<file path="config.mk">
export PLATFORM = sky130hd
export DESIGN_NAME = clk_div_sched
export DESIGN_NICKNAME = d
export VERILOG_FILES = /design/src/rtl/clk_div_sched.sv
export SDC_FILE = /design/constraint.sdc
export NUM_CORES = 1
export LEC_CHECK = 0
export CORE_UTILIZATION = 64
export CTS_BUF_LIST = sky130_fd_sc_hd__clkbuf_8
export DETAILED_ROUTE_END_ITERATION = 10
export PLACE_DENSITY = 0.93
export REMOVE_ABC_BUFFERS = 1
export SETUP_SLACK_MARGIN = 0.15
export SYNTH_ARGS = -nofsm -noshare
export SYNTH_HDL_FRONTEND = slang
export SYNTH_SLANG_ARGS = --single-unit
</file>
<file path="constraint.sdc">
create_clock -name clk -period 7.28 [get_ports clk]
set_input_delay 1.092 -clock clk [delete_from_list [all_inputs] [get_ports clk]]
set_output_delay 1.092 -clock clk [all_outputs]
set_load 0.1 [all_outputs]
</file>
<file path="src/rtl/clk_div_sched.sv">
// Programmable clock divider: registered div_clk plus a one-cycle tick in the last cycle of each period.
// Latency: div_clk/busy rise the cycle after a start is accepted; divisor changes and stops land at the next period wrap.
// Backpressure: cfg_ready drops while a change/stop is pending and returns on the wrap that applies it.
//
// Ports:
//   clk, rst_n          system clock, asynchronous active-low reset
//   cfg_valid/cfg_ready configuration handshake (cfg_ready combinational from state)
//   cfg_run, cfg_div    1 = run with divisor cfg_div, 0 = stop at the next boundary
//   div_clk, tick       divided clock and end-of-period tick (both registered)
//   busy, cfg_err       divider active; one-cycle pulse for a rejected divisor (< 2)
//
// Build option: define CLK_DIV_AUTOSTART_EN to leave reset already running at DEFAULT_DIV.
module clk_div_sched #(
    parameter int unsigned      CNT_W       = 32,
    parameter logic [CNT_W-1:0] DEFAULT_DIV = CNT_W'(500000)
) (
    input  logic             clk,
    input  logic             rst_n,
    input  logic             cfg_valid,
    output logic             cfg_ready,
    input  logic             cfg_run,
    input  logic [CNT_W-1:0] cfg_div,
    output logic             div_clk,
    output logic             tick,
    output logic             busy,
    output logic             cfg_err
);

    typedef enum logic [1:0] {
        ST_STOP = 2'd0,
        ST_RUN  = 2'd1,
        ST_PEND = 2'd2
    } state_t;

`ifdef CLK_DIV_AUTOSTART_EN
    localparam state_t RST_STATE = ST_RUN;
    localparam logic   RST_BOOT  = 1'b1;
`else
    localparam state_t RST_STATE = ST_STOP;
    localparam logic   RST_BOOT  = 1'b0;
`endif

    state_t           state_q, state_d;
    logic [CNT_W-1:0] cnt_q, cnt_d;
    logic [CNT_W-1:0] div_q, div_d;
    logic [CNT_W-1:0] nxt_div_q, nxt_div_d;
    logic             nxt_run_q, nxt_run_d;
    logic             div_clk_q, div_clk_d;
    logic             tick_q, tick_d;
    logic             cfg_err_q, cfg_err_d;
    // boot_q covers the first cycle after reset when starting automatically:
    // cnt is held at 0 for one edge so the first period is full length.
    logic             boot_q, boot_d;

    logic             xfer;
    logic             div_ok;
    logic             wrap;
    logic [CNT_W-1:0] cnt_inc;
    logic [CNT_W:0]   hi_d;

    assign cfg_ready = (state_q != ST_PEND) && !boot_q;
    assign busy      = (state_q != ST_STOP) && !boot_q;
    assign div_clk   = div_clk_q;
    assign tick      = tick_q;
    assign cfg_err   = cfg_err_q;

    assign xfer    = cfg_valid && cfg_ready;
    assign div_ok  = cfg_div >= CNT_W'(2);
    assign wrap    = cnt_q == (div_q - CNT_W'(1));
    assign cnt_inc = wrap ? '0 : cnt_q + CNT_W'(1);

    always_comb begin
        state_d   = state_q;
        cnt_d     = cnt_q;
        div_d     = div_q;
        nxt_div_d = nxt_div_q;
        nxt_run_d = nxt_run_q;
        cfg_err_d = 1'b0;
        boot_d    = 1'b0;
        div_clk_d = 1'b0;
        tick_d    = 1'b0;
        hi_d      = '0;

        case (state_q)
            ST_STOP: begin
                cnt_d = '0;
                if (xfer && cfg_run) begin
                    if (div_ok) begin
                        div_d   = cfg_div;
                        state_d = ST_RUN;
                    end else begin
                        cfg_err_d = 1'b1;
                    end
                end
            end
            ST_RUN: begin
                cnt_d = boot_q ? '0 : cnt_inc;
                if (xfer) begin
                    if (cfg_run && !div_ok) begin
                        cfg_err_d = 1'b1;
                    end else begin
                        nxt_run_d = cfg_run;
                        nxt_div_d = cfg_div;
                        state_d   = ST_PEND;
                    end
                end
            end
            ST_PEND: begin
                cnt_d = cnt_inc;
                if (wrap) begin
                    if (nxt_run_q) begin
                        div_d   = nxt_div_q;
                        state_d = ST_RUN;
                    end else begin
                        state_d = ST_STOP;
                    end
                end
            end
            default: begin
                cnt_d   = '0;
                state_d = ST_STOP;
            end
        endcase

        // Outputs are registered from the next counter/divisor so they line up
        // with cnt_q in the same cycle. hi is computed one bit wider so that
        // div = 2^CNT_W-1 does not overflow.
        hi_d = ({1'b0, div_d} + (CNT_W+1)'(1)) >> 1;
        if (state_d != ST_STOP) begin
            div_clk_d = {1'b0, cnt_d} < hi_d;
            tick_d    = cnt_d == (div_d - CNT_W'(1));
        end
    end

    always_ff @(posedge clk or negedge rst_n) begin
        if (!rst_n) begin
            state_q   <= RST_STATE;
            cnt_q     <= '0;
            div_q     <= DEFAULT_DIV;
            nxt_div_q <= DEFAULT_DIV;
            nxt_run_q <= 1'b0;
            div_clk_q <= 1'b0;
            tick_q    <= 1'b0;
            cfg_err_q <= 1'b0;
            boot_q    <= RST_BOOT;
        end else begin
            state_q   <= state_d;
            cnt_q     <= cnt_d;
            div_q     <= div_d;
            nxt_div_q <= nxt_div_d;
            nxt_run_q <= nxt_run_d;
            div_clk_q <= div_clk_d;
            tick_q    <= tick_d;
            cfg_err_q <= cfg_err_d;
            boot_q    <= boot_d;
        end
    end

endmodule

</file>
---- After elaboration in Yosys (flattened, before gate mapping) ----
Index checks and enable logic that the tools add are counted.
operators by class
  add/subtract/negate cells ............... 4
  multipliers ............................. 0
  div/mod/pow operators ................... 0
  order comparisons ....................... 2
  eq/ne operators ......................... 5
  shifts and indexed selects .............. 0
  muxes and demuxes ....................... 21
  bitwise gates (word level) .............. 1
  reductions and logical operators ........ 9
operators with widths
  kind                   count
  $mux 32                6
  $eq 32x32->1           2
  $pmux 32 s2            1
  $sub 32x1->32 const B  2
  $add 32x1->33 const B  1
  $add 32x1->32 const B  1
  $ge 32x2->1 const B    1
  $lt 32x32->1           1
  $mux 2                 5
  $mux 1                 7
  $pmux 2 s3             1
  $reduce_bool 2->1      2
  $logic_and 1x1->1      3
  $reduce_and 3->1       1
  $eq 2x1->1 const B     1
  $eq 2x2->1 const B     1
  $logic_not 2->1        1
  $ne 2x2->1 const B     1
  $pmux 1 s2             1
  $reduce_or 2->1        1
  $logic_not 1->1        1
  $not 1->1              1
storage, ports and cells
  register bits ........................... 102
  latch bits .............................. 0
  memory bits (writable) .................. 0
  ROM bits ................................ 0
  input port bits ......................... 36
  output and inout bits ................... 5
  memories kept ........................... 0

---- Longest topological paths before layout ----
Gate-level depths: netlist of run 1.
  depth in word-level cells ............... 8
  depth in mapped cells ................... 33

---- Worst setup path before layout of run 1 ----
Ideal clock, no wire load.
  path kind ............................... register to register
  start point ............................. reg div_q[8]
  end point ............................... reg div_clk_q, in the netlist div_clk
  arrival ................................. 6559 ps
  data required time ...................... 7208 ps
  path slack .............................. 649 ps
  stages on the path, launching flop included .. 30
  period minus slack after synthesis ...... 6631 ps
  path through ............................ dfstp_2 buf_6 or4_4 or4_4 nor2_1 nor2_1 or4_4 or4b_4 buf_6 nor3_4 a311oi_1 nor4_1 nand2_1 nor4_2 nand2_1 nor2_1 xnor2_1 ha_1 nor2b_1 o21ai_0 nand2b_1 a21oi_1 nor2b_1 o21ai_0 nand2b_1 a21oi_1 nor3_1 a2111oi_0 nand3_1 nor2_1
on the way
  cells in the longest elaborated chain, start to end .. 7
  elaborated cells on any way between the ends .. 15
  those cells by class .................... add/sub (2); order compare (1); eq/ne (1); mux (10); reduce/logical (1)
RTL lines
  what                    line  source
  from (decl)             45    logic [CNT_W-1:0] div_q, div_d;
  from (signal assigned)  149   div_q <= div_d;
  $sub 32x1->32           69    assign wrap = cnt_q == (div_q - CNT_W'(1));
  $eq 32x32->1            69
  $mux 32                 110   if (wrap) begin
  $pmux 32 s2             84    case (state_q)
  $add 32x1->33           128   hi_d = ({1'b0, div_d} + (CNT_W+1)'(1)) >> 1;
  $lt 32x32->1            130   div_clk_d = {1'b0, cnt_d} < hi_d;
  $mux 1 *                129   if (state_d != ST_STOP) begin
  net div_clk_d           48    logic div_clk_q, div_clk_d;
  to (signal assigned)    152   div_clk_q <= div_clk_d;
  to (decl)               48
Mark *: on every way through the listed nets, which the timed path passes. The rest lies on a longest branch.
A chain may end at the register's enable or synchronous reset.

---- Final worst setup path of run 1 ----
  start point ............................. reg div_q[9]
  end point ............................... reg div_clk_q, in the netlist div_clk
The elaborated chain is that of the path after synthesis.

==> results.txt, run 1 <==
cell-internal power - 1870 µW
PD cells - 376 mW/mm²
CP max FO - 15
Yosys top cell by area - dfrtp_1
top cells by count, synth - nand2_1 (102), nor2_1 (102), xnor2_1 (97)
Cell Rows - 41
Crit-path slowest cell - or4b_4
HP Class - register to register
grt total ovfl - 0
Max Cap Violations - 0
Setup crit start kind - register
Syn Inst Count - 1011
H-Tree Depth - 3
clk buf depth - 2
Clock power frac - 11.8%
Cell Area, Synth - 0.00860 mm²
clk_lat worst skew - 0.40 ns
vias in the first global route - 7972
CTS tree - done
WP buf/inv - 1
Chip Height - 118 µm
RSZ-0062 raised after global routing - no
Sink Count - 102
final setup fails - 0
area grow syn2layout - 13.8%
design area - 0.00979 mm²
Avg Cell Area, Syn - 8.51 µm²
drc violations - 0
CP Capture Type - register
DRT Wirelength - 28100 µm
Flop pwr share - 27.8%
Slew Limit Headroom - 33.6%
Yosys top cell area share - 25.6%
vias - 8574
number of cells on the critical path - 28
first-pass GRT wire length - 43200 µm
CTS root buffer - clkbuf_8
Sw Share - 49.3%
Max Slew Vio Count - 0
final net count - 1151
outcome - finished clean
Worst Path Arrival - 7.26 ns
die area - 0.0139 mm²
dominant cells by area after synthesis - dfrtp_1 (26%), xnor2_1 (9.9%), ha_1 (5.7%), nand2_1 (4.4%), nor2_1 (4.4%)
top_reg_cell synth - dfrtp_1
max incr delay on CP - 0.59 ns
critical path's top delay family - simple AND/OR/NAND/NOR gates
layout cell share with drive strength beyond 1 - 15.6%
Max Clk Rate - 144 MHz
# diodes - 0
largest net degree at the start of global routing - 64
GRT Total Usage - 40.1%
combinational power share - 60.3%
Sw Pwr - 1820 µW
Clock Skew - 0.0162 ns
CTS clk-pin slew, worst paths - 0.10 ns
number of synthesized flops with an enable pin - 0
Synth async-reset ratio - 100%
vias per inst - 6.84
num ports - 41
maximum VDD drop - 0.195 mV
reg-to-reg slack, setup - 0.35 ns
post-cts hold buffer count - 0
PortBufs - 40
post-route ant nets - 0
Required @ worst endpoint - 7.61 ns
Setup WS pre-CTS - -0.129 ns
Initial Util - 66.8%
Tmin final - 6.93 ns
Seq/Total Area, Yosys - 29.9%
Setup CP Type - register to register
YS warnings - 0
FF+latch count, synth - 102
Reg2Reg Launch Point - div_q[9]
CTS buffer count - 9
placed insts - 1231
fin crit share - 95.2%
die span in x - 118 µm
R2R cell count - 28
Netlist cell types - 80
DRT iter0 DRCs - 1427
Worst Hold Path EP - nxt_div_q[21]
Worst R2R End - div_clk
initial antenna violation count - 0
hold path depth - 1
Slew @ Worst Pin - 0.996 ns
core area - 0.0129 mm²
GPL Wtd Cong - 1.03
drt wl/cell - 22.4 µm
first-pass detailed-route iteration total - 6
placed cell area - 0.00940 mm²
most used cell, CP - a21oi_1
Final HPWL DP - 21200 µm
Leak - 0.00392 µW
final hold vios - 0
Hold Crit Start - nxt_div_q[21]
Layout Cells excl Fill - 1253
post-route setup slack - 0.346 ns
==> per-layer routing <==
layer / share of wire [%] / global-route usage [%]
met5: 0 / 0
met4: 3.7 / 17.5
met3: 12 / 8.14
met2: 44 / 59.8
met1: 40 / 55.9
==> logic make-up after synthesis <==
| family | after synthesis | synth area share [%] |
|---|---|---|
| adder cells (fa/ha/maj) | 39 | 5.67 |
| AND/OR/NAND/NOR | 456 | 28.8 |
| XOR/XNOR | 131 | 13.3 |
| AO/OA/AOI/OAI | 167 | 13.6 |
| multiplexers | 39 | 5.00 |
| buffers and inverters | 77 | 3.66 |
| flip-flops | 102 | 29.9 |
==> stage by stage <==
stage	power (µW)	utilization (%)	hold WS (ns)	TNS, ns
final	3680	76.0	0.523	0
after global routing	3870	76.0	0.543	0
after CTS	3550	74.9	0.521	0
after detailed placement	3100	73.0	0.494	-0.129
after global placement	3060	73.0	0.482	0
after floorplan	2360	-	0.471	0
==> flip-flops by register name (all words and copies together), names as in the netlist <==
register,flops
state_q,2
cnt_q,32
nxt_run_q,1
nxt_div_q,32
div_q,32
cfg_err,1
tick,1
div_clk,1
==> area by class of cell <==
class | count | area (µm²)
Multi-Input combinational cell | 832 | 5830
Fill cell | 904 | 3090
Sequential cell | 102 | 2570
Timing Repair Buffer | 90 | 777
Tap cell | 172 | 215
Inverter | 41 | 154
Clock buffer | 9 | 124
Clock inverter | 7 | 114
==> power by group through the flow <==
stage | registers, µW | clock network [µW] | logic [µW]
2_1_floorplan | 963 | 0 | 1400
6_report | 1020 | 435 | 2220
3_3_place_gp | 1010 | 0 | 2050
3_5_place_dp | 1010 | 0 | 2090
5_1_grt | 1040 | 456 | 2370
4_1_cts | 1010 | 433 | 2110
==> layout by cell type, fill, tap and decap left out, drive strengths merged, types with 7 or more instances in the layout <==
cell type      synthesis  routed
or4                   10      10
mux2                  32      32
a311oi                10      10
and3                  16      16
xnor2                 97      97
nor2                 104     104
a21oi                 31      31
nor4                  39      39
xor2                  34      34
clkbuf                24       9
a31oi                 12      12
nand2                102     102
o211ai                10      10
o21ai                 33      33
buf                   12      51
clkdlybuf4s50          0      39
nand4                 28      28
nand2b                12      12
nor3                  36      36
ha                    39      39
dfrtp                 88      88
inv                   40      43
dfstp                 14      14
nor2b                 15      15
nand3                 45      45
or4b                   9       9
mux2i                  7       7
==> how the worst max path moves through the flow <==
stage,start,end
6_report,div_q[9],div_clk
5_1_grt,div_q[0],div_clk
4_1_cts,div_q[9],div_clk
3_5_place_dp,div_q[0],div_clk
3_3_place_gp,div_q[0],div_clk
2_1_floorplan,cfg_valid,div_clk
==> what timing repair did <==
action                     CTS  global route
buffers inserted             1             5
hold endpoints to repair     0             0
resized for setup            1            27
pin swaps                    1             8
setup endpoints to repair    1             1
Power figures use the tool's default switching activity.
==> inputs of run 2 (changes only) <==
ABC_AREA = 1   (was unset)
PLACE_DENSITY = 0.92   (was 0.93)
==> run 2 against run 1 <==
Combinational power rose by 36%. Total power increased by 21%. Sequential cell count stayed put. Clock power shrank 8.0%. Hold slack got worse by 0.025 ns. Final cell count up 49%. Critical path depth down 1. Count of clock-buffer cells in the layout unchanged. Sequential power about the same. Critical path type is now input port to register. Largest cell class unchanged. Largest power group unchanged.
==> results.txt, run 2 <==
met2 Usage GRT - 62.5%
GPL Wtd Cong - 1.08
clk_lat worst skew - 0.39 ns
Cell Rows - 46
drt wl/cell - 17.0 µm
Syn Inst Count - 1620
RSZ-0062 raised after global routing - no
layout cell share with drive strength beyond 1 - 10.1%
number of synthesized flops with an enable pin - 0
Final TNS setup - 0 ns
Post-Synth Adder-Cell Area - 4.67%
FF+latch count, synth - 102
area grow syn2layout - 7.38%
Slew Limit Headroom - 31.7%
Crit-path slowest cell - clkdlybuf4s50_1
CP Capture Type - register
main combinational cell family by area after synthesis - simple AND/OR/NAND/NOR gates
met1 GRT Util - 52.6%
Worst Path Arrival - 6.50 ns
HP Class - register to register
Netlist cell types - 49
Max Clk Rate - 161 MHz
Slew @ Worst Pin - 1.02 ns
num ports - 41
drc violations - 0
post-synthesis mux area share - 0%
Tmin final - 6.22 ns
Seq/Total Area, Yosys - 24.6%
Avg Cell Area, Syn - 6.45 µm²
die area - 0.0169 mm²
Final HPWL DP - 25800 µm
post-cts hold buffer count - 0
Yosys top cell by area - dfrtp_1
final setup fails - 0
Setup WS pre-CTS - 0.879 ns
initial antenna violation count - 0
clk buf depth - 2
Post-CTS Setup Bufs - 0
first-pass GRT wire length - 50500 µm
PostCTS Resize Cnt - 0
# diodes - 0
largest net degree at the start of global routing - 57
CTS root buffer - clkbuf_8
Initial Util - 65.6%
DRT iter0 DRCs - 1135
GRT Total Usage - 39.2%
grt total ovfl - 0
YS warnings - 0
top cells by count, synth - nand2_1 (450), inv_1 (220), nor2_1 (199)
CTS buffer count - 9
Setup CP Type - input port to register
PortBufs - 40
Chip Height - 130 µm
vias per inst - 5.82
CP max FO - 14
maximum VDD drop - 0.326 mV
Sink Count - 102
fin crit share - 85.5%
Required @ worst endpoint - 7.56 ns
PD cells - 395 mW/mm²
CTS tree - done
top_reg_cell synth - dfrtp_1
post-route setup slack - 1.06 ns
most frequent cell after synthesis - nand2_1
Synth Area in Compound Gates - 7.02%
grt met3 use - 5.90%
Synth async-reset ratio - 100%
outcome - finished clean
final hold vios - 0
die span in x - 130 µm
fill cell count - 1402
max incr delay on CP - 0.53 ns
Setup crit start kind - input port
Yosys top cell area share - 21.1%
critical path's top delay family - simple AND/OR/NAND/NOR gates
DRT Wirelength - 31800 µm
post-synthesis xor/xnor area fraction - 8.64%
most frequent cells in the layout - nand2_1 (450), inv_1 (222), nor2_1 (198)
dominant cells by area after synthesis - dfrtp_1 (21%), nand2_1 (16%), inv_1 (7.9%), nor2_1 (7.1%), xor2_1 (5.7%)
Cell Area, Synth - 0.0105 mm²
H-Tree Depth - 3
WP buf/inv - 4
Leak - 0.00546 µW
global routing's busiest layer - met2
Top Registers - cnt_q: 32 flops, div_q: 32 flops, nxt_div_q: 32 flops
vias - 10900
core area - 0.0159 mm²
simple-gate share of the synthesized area - 44.6%
most common cell after layout, fill and taps aside - nand2_1
Clock Skew - 0.0177 ns
CTS clk-pin slew, worst paths - 0.10 ns
final net count - 1724
Max Slew Vio Count - 0
hold slack - 0.498 ns
first-pass detailed-route iteration total - 5
vias in the first global route - 10000
post-route ant nets - 0
Max Cap Violations - 0
==> run 2: changes by cell type after synthesis, moves of 27 or more <==
cell | before | now
nand2_1 | 102 | 450
xor2_1 | 34 | 68
xnor2_1 | 97 | 23
inv_1 | 40 | 220
nor2_1 | 102 | 199
nand3_1 | 45 | 115
mux2_2 | 32 | 0
nand4_1 | 26 | 63
o21ai_0 | 32 | 62
nand2_2 | 0 | 27
==> run 2: per-layer routing <==
layer  routed length [µm]  part of all wire [%]
met4                 1260                   4.0
met3                 3280                    10
met1                13400                    42
met5                    0                     0
met2                13900                    44
==> run 2: worst paths after layout <==
path | slack [ns] | cells past startpoint | start | to
max | 1.06 | 27 | cfg_div[30] | div_clk
min | 0.50 | 2 | nxt_div_q[31] | nxt_div_q[31]
max reg2reg | 1.62 | 31 | div_q[0] | div_clk
min reg2reg | 0.50 | 2 | nxt_div_q[31] | nxt_div_q[31]
max in group asynchronous | 5.42 | 2 | rst_n | div_q[31]
min in group asynchronous | 0.70 | 1 | rst_n | cnt_q[3]
==> run 2: cells by family (layout without fill, tap and decap cells) <==
logic type / Yosys count / after routing
adders and majority gates: 39 / 39
buffers and inverters: 274 / 308
AOI/OAI and AO/OA: 129 / 129
and+or+nand+nor: 980 / 980
xor gates and xnor gates: 96 / 96
DFF: 102 / 102
==> run 2: final cells by class <==
cell class,instances,area [µm²],share of cell area (%)
clock buffer,9,124,1.10
clock inverter,7,88.8,0.791
inverter,242,908,8.09
multi-input combinational,1244,6790,60.5
sequential,102,2570,22.9
tap,216,270,2.41
timing repair buffer,50,473,4.21
==> run 2: worst register-to-register path, delay by kind of cell (launching register included) <==
kind,cells,cell delay (ns)
AO/OA/AOI/OAI,2,0.37
XOR/XNOR,1,0.08
adder cells (fa/ha/maj),3,0.81
buffers and inverters,2,0.21
flip-flops,1,0.42
AND/OR/NAND/NOR,23,3.66
==> run 2: per-stage QoR <==
stage | cells | util (%) | power (µW) | area (µm²)
after floorplan | 1588 | - | 3160 | 10300
after global placement | 1854 | 69.1 | 3890 | 11000
after detailed placement | 1854 | 69.1 | 3960 | 11000
after CTS | 1870 | 70.4 | 4370 | 11200
after global routing | 1870 | 70.4 | 4810 | 11200
final | 1870 | 70.4 | 4440 | 11200
==> run 2: power breakdown <==
group	switching (µW)	internal (µW)	leakage, µW
clock network	208	192	0.000112
logic	2110	920	0.00407
registers	219	791	0.00128
total	2540	1900	0.00546
